$ cat config.mk
export PLATFORM = sky130hd
export DESIGN_NAME = freq_gate_sequencer
export DESIGN_NICKNAME = d
export VERILOG_FILES = /design/src/rtl/freq_meas_pkg.sv /design/src/rtl/gate_timer.sv /design/src/rtl/freq_gate_sequencer.sv
export SDC_FILE = /design/constraint.sdc
export NUM_CORES = 1
export LEC_CHECK = 0
export BUFFER_PORTS_ARGS = -buffer_cell sky130_fd_sc_hd__buf_4
export CAP_MARGIN = 20
export CORE_UTILIZATION = 55
export DETAILED_ROUTE_END_ITERATION = 16
export GPL_ROUTABILITY_DRIVEN = 0
export PLACE_DENSITY_LB_ADDON = 0.05
export SLEW_MARGIN = 20
export SYNTH_ARGS = -nofsm -noshare
export SYNTH_HDL_FRONTEND = slang
export SYNTH_HIERARCHICAL = 1
export SYNTH_SLANG_ARGS = --single-unit
$ cat constraint.sdc
create_clock -name clk -period 3.2 [get_ports clk]
set_input_delay 0.16 -clock clk [delete_from_list [all_inputs] [get_ports clk]]
set_output_delay 0.16 -clock clk [all_outputs]
set_load 0.02 [all_outputs]
$ cat src/rtl/freq_meas_pkg.sv
// Shared definitions for the frequency meter measurement sequencer: FSM
// encoding, range codes, gate-length table and the auto-range step rule.
package freq_meas_pkg;

  typedef enum logic [2:0] {
    IDLE  = 3'd0,
    CLEAR = 3'd1,
    ARM   = 3'd2,
    GATE  = 3'd3,
    LATCH = 3'd4,
    HOLD  = 3'd5
  } state_t;

  localparam logic [1:0] RNG_10MS  = 2'd0;
  localparam logic [1:0] RNG_100MS = 2'd1;
  localparam logic [1:0] RNG_1S    = 2'd2;
  localparam logic [1:0] RNG_10S   = 2'd3;

  // Gate length in 1 us ticks for each range code.
  function automatic int unsigned gate_len(input logic [1:0] r);
    int unsigned len;
    case (r)
      RNG_10MS:  len = 10_000;
      RNG_100MS: len = 100_000;
      RNG_1S:    len = 1_000_000;
      default:   len = 10_000_000;
    endcase
    return len;
  endfunction

  // Overflow steps toward shorter gates, a small count steps toward longer
  // ones; the ends saturate so the range never wraps.
  function automatic logic [1:0] next_range(input logic [1:0] r,
                                            input logic       ovf,
                                            input logic       msd_zero);
    logic [1:0] n;
    n = r;
    if (ovf) begin
      if (r != RNG_10MS) n = r - 2'd1;
    end else if (msd_zero && (r != RNG_10S)) begin
      n = r + 2'd1;
    end
    return n;
  endfunction

endpackage

$ cat src/rtl/gate_timer.sv
// Tick counter shared by the gate and hold intervals: cleared by load,
// advanced by tick while enabled, done flags the tick that reaches term.
module gate_timer #(
  parameter int unsigned W = 24
) (
  input  logic         clk,
  input  logic         rst,
  input  logic         load,
  input  logic         en,
  input  logic         tick,
  input  logic [W-1:0] term,
  output logic         done
);

  logic [W-1:0] count;

  always_ff @(posedge clk or posedge rst) begin
    if (rst) begin
      count <= '0;
    end else if (load) begin
      count <= '0;
    end else if (en && tick) begin
      count <= count + 1'b1;
    end
  end

  assign done = en && tick && (count == term);

endmodule

$ cat src/rtl/freq_gate_sequencer.sv
// Measurement controller: sequences clear, gate, latch and display hold for the
// BCD edge counter with a four-range, optionally auto-ranged gate time.
module freq_gate_sequencer
  import freq_meas_pkg::*;
#(
  parameter int unsigned GATE_W   = 24,
  parameter int unsigned HOLD_US  = 200_000,
  parameter int unsigned GATE_DIV = 1
) (
  input  logic       clk,
  input  logic       rst,
  input  logic       tick_1us,
  input  logic [1:0] gate_sel,
  input  logic       auto_range,
  input  logic       single,
  input  logic       start,
  input  logic       cnt_carry,
  input  logic       cnt_msd_zero,
  output logic       cnt_clear,
  output logic       cnt_gate,
  output logic       latch,
  output logic       overflow,
  output logic [1:0] range,
  output logic [2:0] dp_pos,
  output logic       busy,
  output state_t     fsm_state
);

  // Terminal counts are length-1 because the timer starts at zero.
  localparam logic [GATE_W-1:0] TERM_R0   = GATE_W'(gate_len(RNG_10MS)  / GATE_DIV - 1);
  localparam logic [GATE_W-1:0] TERM_R1   = GATE_W'(gate_len(RNG_100MS) / GATE_DIV - 1);
  localparam logic [GATE_W-1:0] TERM_R2   = GATE_W'(gate_len(RNG_1S)    / GATE_DIV - 1);
  localparam logic [GATE_W-1:0] TERM_R3   = GATE_W'(gate_len(RNG_10S)   / GATE_DIV - 1);
  localparam logic [GATE_W-1:0] HOLD_TERM = GATE_W'(HOLD_US - 1);

  state_t            state;
  state_t            state_next;
  logic [1:0]        cur_rng;
  logic              rng_valid;
  logic              auto_lock;
  logic              ovf_sticky;
  logic [GATE_W-1:0] gate_term;
  logic [GATE_W-1:0] timer_term;
  logic              timer_load;
  logic              timer_en;
  logic              timer_done;

  always_comb begin
    gate_term = TERM_R0;
    unique case (cur_rng)
      RNG_10MS:  gate_term = TERM_R0;
      RNG_100MS: gate_term = TERM_R1;
      RNG_1S:    gate_term = TERM_R2;
      RNG_10S:   gate_term = TERM_R3;
    endcase
  end

  assign timer_term = (state == HOLD) ? HOLD_TERM : gate_term;
  assign timer_load = (state == CLEAR) || (state == LATCH);
  assign timer_en   = (state == GATE) || (state == HOLD);

  gate_timer #(
    .W (GATE_W)
  ) u_gate_timer (
    .clk  (clk),
    .rst  (rst),
    .load (timer_load),
    .en   (timer_en),
    .tick (tick_1us),
    .term (timer_term),
    .done (timer_done)
  );

  always_ff @(posedge clk or posedge rst) begin
    if (rst) begin
      state <= IDLE;
    end else begin
      state <= state_next;
    end
  end

  always_comb begin
    state_next = state;
    unique case (state)
      IDLE:    if (!single || start) state_next = CLEAR;
      CLEAR:   state_next = ARM;
      ARM:     if (tick_1us) state_next = GATE;
      GATE:    if (timer_done) state_next = LATCH;
      LATCH:   state_next = HOLD;
      HOLD:    if (timer_done) state_next = single ? IDLE : CLEAR;
      default: state_next = IDLE;
    endcase
  end

  always_comb begin
    cnt_clear = (state == CLEAR);
    cnt_gate  = (state == GATE);
    latch     = (state == LATCH);
    busy      = (state != IDLE);
  end

  assign fsm_state = state;

  // auto_range is captured at CLEAR so a mid-cycle change cannot alter the
  // step taken at this cycle's latch.
  always_ff @(posedge clk or posedge rst) begin
    if (rst) begin
      cur_rng    <= RNG_10MS;
      rng_valid  <= 1'b0;
      auto_lock  <= 1'b0;
      ovf_sticky <= 1'b0;
      overflow   <= 1'b0;
      range      <= RNG_10MS;
      dp_pos     <= 3'd1;
    end else begin
      unique case (state)
        IDLE: begin
          rng_valid <= 1'b0;
        end
        CLEAR: begin
          ovf_sticky <= 1'b0;
          auto_lock  <= auto_range;
          rng_valid  <= 1'b1;
          if (!auto_range || !rng_valid) cur_rng <= gate_sel;
        end
        GATE: begin
          if (cnt_carry) ovf_sticky <= 1'b1;
        end
        LATCH: begin
          overflow <= ovf_sticky;
          range    <= cur_rng;
          dp_pos   <= {1'b0, cur_rng} + 3'd1;
          if (auto_lock) cur_rng <= next_range(cur_rng, ovf_sticky, cnt_msd_zero);
        end
        default: begin
        end
      endcase
    end
  end

endmodule
Word level (Yosys, flattened, before mapping) --
Cells that the tools add are included.
Storage, ports and cells: bits in registers 38, memory bits (writable) 0, latch bits 0, logic and storage cells 72, output and inout port bits 13, memory bits (read-only) 0, memories 0, input port bits 10
Operators by class: divide/modulo/power cells 0, order comparisons 0, shift-type cells 0, eq/ne operators 19, reductions and logical operators 21, multiply operators 0, bitwise operators 0, mux-type cells 19, add/subtract/negate cells 4
Operators by type and width (count):
- $pmux 24 s4 | 1
- $mux 24 | 3
- $add 24x1->24 const B | 1
- $eq 24x24->1 | 1
- $pmux 3 s6 | 1
- $mux 3 | 4
- $mux 2 | 5
- $ne 2x2->1 const B | 5
- $reduce_bool 2->1 | 5
- $eq 3x2->1 const B | 2
- $eq 3x3->1 const B | 2
- $ne 2x1->1 const B | 3
- $reduce_and 5->1 | 1
- $eq 2x2->1 const B | 2
- $logic_or 1x1->1 | 4
- $pmux 1 s2 | 2
- $pmux 2 s2 | 1
- $reduce_and 4->1 | 1
- $add 2x1->3 const B | 1
- $eq 3x1->1 const B | 1
- $logic_and 1x1->1 | 3
- $logic_not 1->1 | 3
- $logic_not 3->1 | 1
- $ne 3x1->1 const B | 1
- other kinds (8) | 9

Depth between registers and ports, before layout --
word-level depth 7, depth in mapped cells 10, depth with buffers taken out 9

Hierarchy --
Netlist, hierarchy kept.
Modules (own cells, without submodules):
- gate_timer | sequential area each 600.6 um^2, area an instance 1526.5 um^2, cells each 168, times used 1
- freq_gate_sequencer | sequential area each 351.6 um^2, area an instance 903.4 um^2, cells each 98, times used 1

Worst setup path before layout --
No wires, ideal clock.
kind reg2reg, start reg state[2], in the netlist fsm_state[2], end reg state[0], in the netlist fsm_state[0], arrival 2.420 ns, library setup time 0.119 ns, cell stages (with the launch flop) 11, required time 3.081 ns, path buffers 2, setup slack 0.662 ns, period minus slack after synthesis 2.538 ns, cell sequence dfrtp_1 clkbuf_1 nand3b_1 buf_2 and2_1 xor2_1 nor4_1 nand4_1 nor4_1 o221ai_1 o21a_1
On the way: longest elaborated chain between the ends 6, elaborated cells between the ends (all ways) 17, classes of those cells 10 x eq/ne; 2 x mux; 5 x reduce/logical
RTL lines:
- from (decl) | RTL line freq_gate_sequencer.sv:36 | state_t state;
- from (signal assigned) | RTL line freq_gate_sequencer.sv:78 | state <= state_next;
- $eq 3x3->1 (*) | RTL line freq_gate_sequencer.sv:58 | assign timer_term = (state == HOLD) ? HOLD_TERM : gate_term;
- $mux 24 (*) | RTL line freq_gate_sequencer.sv:58
- via timer_term[9] | RTL line freq_gate_sequencer.sv:43 | logic [GATE_W-1:0] timer_term;
- $eq 24x24->1 (*) | RTL line gate_timer.sv:27 | assign done = en && tick && (count == term);
- $logic_and 1x1->1 (*) | RTL line gate_timer.sv:27
- via timer_done | RTL line freq_gate_sequencer.sv:46 | logic timer_done;
- $ne 2x2->1 (no source line) / $ne 2x1->1 (equally long branches)
- $reduce_and 4->1 (no source line) (*)
The timed path passes the listed nets; every way through them passes the cells marked *. A chain may end at the register's enable or synchronous reset.

Worst setup path in the final report --
start reg state[1], in the netlist fsm_state[1], end reg state[0], in the netlist fsm_state[0]
The elaborated chain is that of the path after synthesis.

==> results.py <==
metrics = {
    "route": {
        "drt-initial-drc-count": 126,
        "drtAntennaViolNets": 0,
        "wl_per_cell_um": 15.6,
        "num_vias": 1939,
        "drtPass1Iterations": 4,
        "vias_per_cell": 5.70,
        "wl_mm": 5.30,
        "drc_errors": 0,
    },
    "cells_and_area": {
        "fin_cells": 340,
        "drive_gt1_frac": 0.141,
        "syn_to_final_growth_pct": 11.4,
        "nets": 306,
        "fillers": 366,
        "fin_area_um2": 2710,
        "diodes": 0,
    },
    "synthesis": {
        "synth_edf_count": 0,
        "netlist_area_um2": 2430,
        "syn_avg_cell_area_um2": 9.13,
        "yosys_warnings": 6,
        "synth_top_area_frac": 0.381,
        "yosys-top-cells-area": "dfrtp_1, xor2_1, xnor2_1",
        "synth_cells": 266,
        "yosys.area.top_type": "dfrtp_1",
        "ys_types": 48,
        "ys.flop_type": "dfrtp_1",
        "synthTopCellsByCount": "dfrtp_1, nand2_1, xor2_1",
        "yosysMostFrequentCell": "dfrtp_1",
        "ys_seq_elements": 38,
        "async_flop_share": 1.00,
        "ys_seq_area_frac": 0.392,
    },
    "setup_path": {
        "crit_type": "flip-flop to flip-flop",
        "crit_path_end_kind": "flip-flop",
        "r2r_cells": 8,
        "crit_path_start_kind": "flip-flop",
        "critical_path.max_stage_delay_ns": 0.57,
        "cp_cell_sequence": "nand3b_1, and2_1, xor2_1, nor4_1, nand4_1, nor4_1, o221ai_1, o21a_1",
        "crit_fanout": 14,
        "cp_slowest_cell": "nor4_1",
        "reg2reg_from": "fsm_state[1]",
        "r2r_setup_slack_ns": 0.27,
        "r2r-end": "fsm_state[0]",
        "crit_top_cell": "nor4_1",
        "cp.required_ns": 3.38,
        "worst_ep_arrival_time_ns": 3.11,
    },
    "clock_network": {
        "cts_sinks": 38,
        "clock_latency_ns": 0.29,
        "cts-buffers-inserted": 5,
        "cts_root_buf": "clkbuf_8",
        "cts_resized": 0,
        "path_clk_slew_ns": 0.07,
        "cts_tree": "done",
        "clockBufferDepth": 2,
        "htreeDepth": 2,
    },
    "floorplan": {
        "dieHeight_um": 68.5,
        "core_area_um2": 4120,
        "die_x_um": 68.5,
        "dieArea_um2": 4690,
        "initial_utilization": 0.590,
        "rows": 23,
        "io_pins": 23,
    },
    "run": {
        "maxCapViolCount": 0,
    },
    "grt": {
        "track_usage": 0.257,
        "grt_pass1_vias": 1833,
        "grt_max_degree": 25,
        "antenna_found_initial": 0,
        "grt_overflow": 0,
        "grt_pass1_wl_mm": 8.67,
    },
    "timing": {
        "max_freq_ghz": 0.342,
        "fin_skew_ns": 0.00808,
        "period_minus_slack_ns": 2.93,
        "setup_slack_ns": 0.272,
        "worst_slew_pin_slew_ns": 0.899,
        "finalHoldViolations": 0,
        "post-route-period-util": 0.915,
        "slew_headroom": 0.400,
        "fin_tns_setup_ns": 0,
        "slew_violations": 0,
        "rsz0062_at_grt": "no",
        "setup_violations": 0,
    },
    "power_and_ir_drop": {
        "ir_drop_mv": 0.351,
        "powerDensity_nw_per_um2": 456,
        "leakagePower_nw": 1.22,
    },
    "hold_path": {
        "worstHoldStart": "auto_range",
        "holdPathStages": 3,
        "hold_end": "auto_lock",
        "hold_path_class": "input pin to flip-flop",
    },
    "placed_design": {
        "dp_slack_ns": 0.353,
        "dpl_cell_area_um2": 2620,
        "dp_hpwl_mm": 3.78,
        "placed_cells": 331,
        "port-buffer-count": 22,
    },
    "run_status": {
        "outcome": "finished, final reports clean",
    },
}
==> worst max path at each step <==
stage	startpoint	endpoint	slack (ns)	cells past startpoint
after floorplan	fsm_state[2]	fsm_state[0]	0.66	10
after global placement	fsm_state[1]	fsm_state[0]	0.46	8
after detailed placement	fsm_state[1]	fsm_state[0]	0.35	8
after CTS	fsm_state[1]	fsm_state[0]	0.27	8
after global routing	fsm_state[2]	fsm_state[0]	0.02	8
final	fsm_state[1]	fsm_state[0]	0.27	8
==> critical path: cells and delay by family (launching register included) <==
family	cells	cell delay (ns)
flops	1	0.50
compound gates	2	0.32
simple gates	5	1.83
xor+xnor	1	0.17
==> logic make-up after synthesis <==
| kind of cell | after synthesis | share of synthesized area |
|---|---|---|
| multiplexers | 4 | 0.0211 |
| flip-flops | 38 | 0.392 |
| XOR/XNOR | 37 | 0.133 |
| other | 2 | 0.00309 |
| adder cells (fa/ha/maj) | 7 | 0.0360 |
| AO/OA/AOI/OAI | 43 | 0.102 |
| AND/OR/NAND/NOR | 113 | 0.269 |
| buffers and inverters | 22 | 0.0427 |
==> registers in the layout, summed over array words and instances, names as in the netlist <==
register,flops
range,2
dp_pos,3
fsm_state,3
rng_valid,1
cur_rng,2
ovf_sticky,1
auto_lock,1
overflow,1
u_gate_timer/count,24
==> layout by cell type (no fill, tap or decap), drive strengths merged, types with 3 or more instances in the layout <==
| cell | instances |
|---|---|
| and4 | 5 |
| xor2 | 21 |
| nor3b | 3 |
| and2 | 5 |
| a21oi | 17 |
| dfrtp | 37 |
| nand2 | 24 |
| nor4 | 6 |
| inv | 9 |
| nor2 | 18 |
| clkbuf | 6 |
| nand2b | 7 |
| a211oi | 4 |
| clkinv | 3 |
| or4 | 5 |
| or3 | 9 |
| o21ai | 12 |
| mux2 | 3 |
| xnor2 | 16 |
| nor3 | 3 |
| ha | 7 |
| conb | 6 |
| buf | 23 |
| or3b | 3 |
| nand4 | 11 |
| nand3 | 8 |
| o31ai | 4 |
==> final cells by class <==
class	instances	area, um^2	area share
sequential	38	952	0.352
clock inverter	2	10.0	0.00370
clock buffer	6	72.6	0.0268
timing repair buffer	24	183	0.0675
tap	50	62.6	0.0231
inverter	10	38.8	0.0143
multi-input combinational	210	1390	0.513
==> stage by stage <==
stage	utilization	hold WS (ns)	power (W)
floorplan	-	0.0485	0.000843
global placement	0.635	0.248	0.000912
detailed placement	0.635	0.256	0.000916
CTS	0.658	0.0890	0.00124
global route	0.658	0.0860	0.00131
finish	0.658	0.0913	0.00123
==> repair_timing <==
action | 4_1_cts | 5_1_grt
setup buffers | 0 | 0
hold buffers | 1 | 0
hold endpoints to repair | 13 | 0
==> metal layers <==
metal | routed length [um] | global-route usage | part of all wire | vias to the layer above
met1 | 2690 | 0.355 | 0.51 | 919
met2 | 2370 | 0.387 | 0.45 | 40
met5 | 0 | 0 | 0 | -
met4 | 48 | 0.0729 | 0.0091 | 0
met3 | 195 | 0.0750 | 0.037 | 6
li1 | - | - | - | 974
==> where the power goes <==
part	switching [W]	leakage [nW]	internal, W
Sequential	0.0000778	0.493	0.000527
Combinational	0.000173	0.683	0.000139
Clock	0.000166	0.0450	0.000151
Total	0.000417	1.22	0.000818
(Power assumes the default switching activity.)
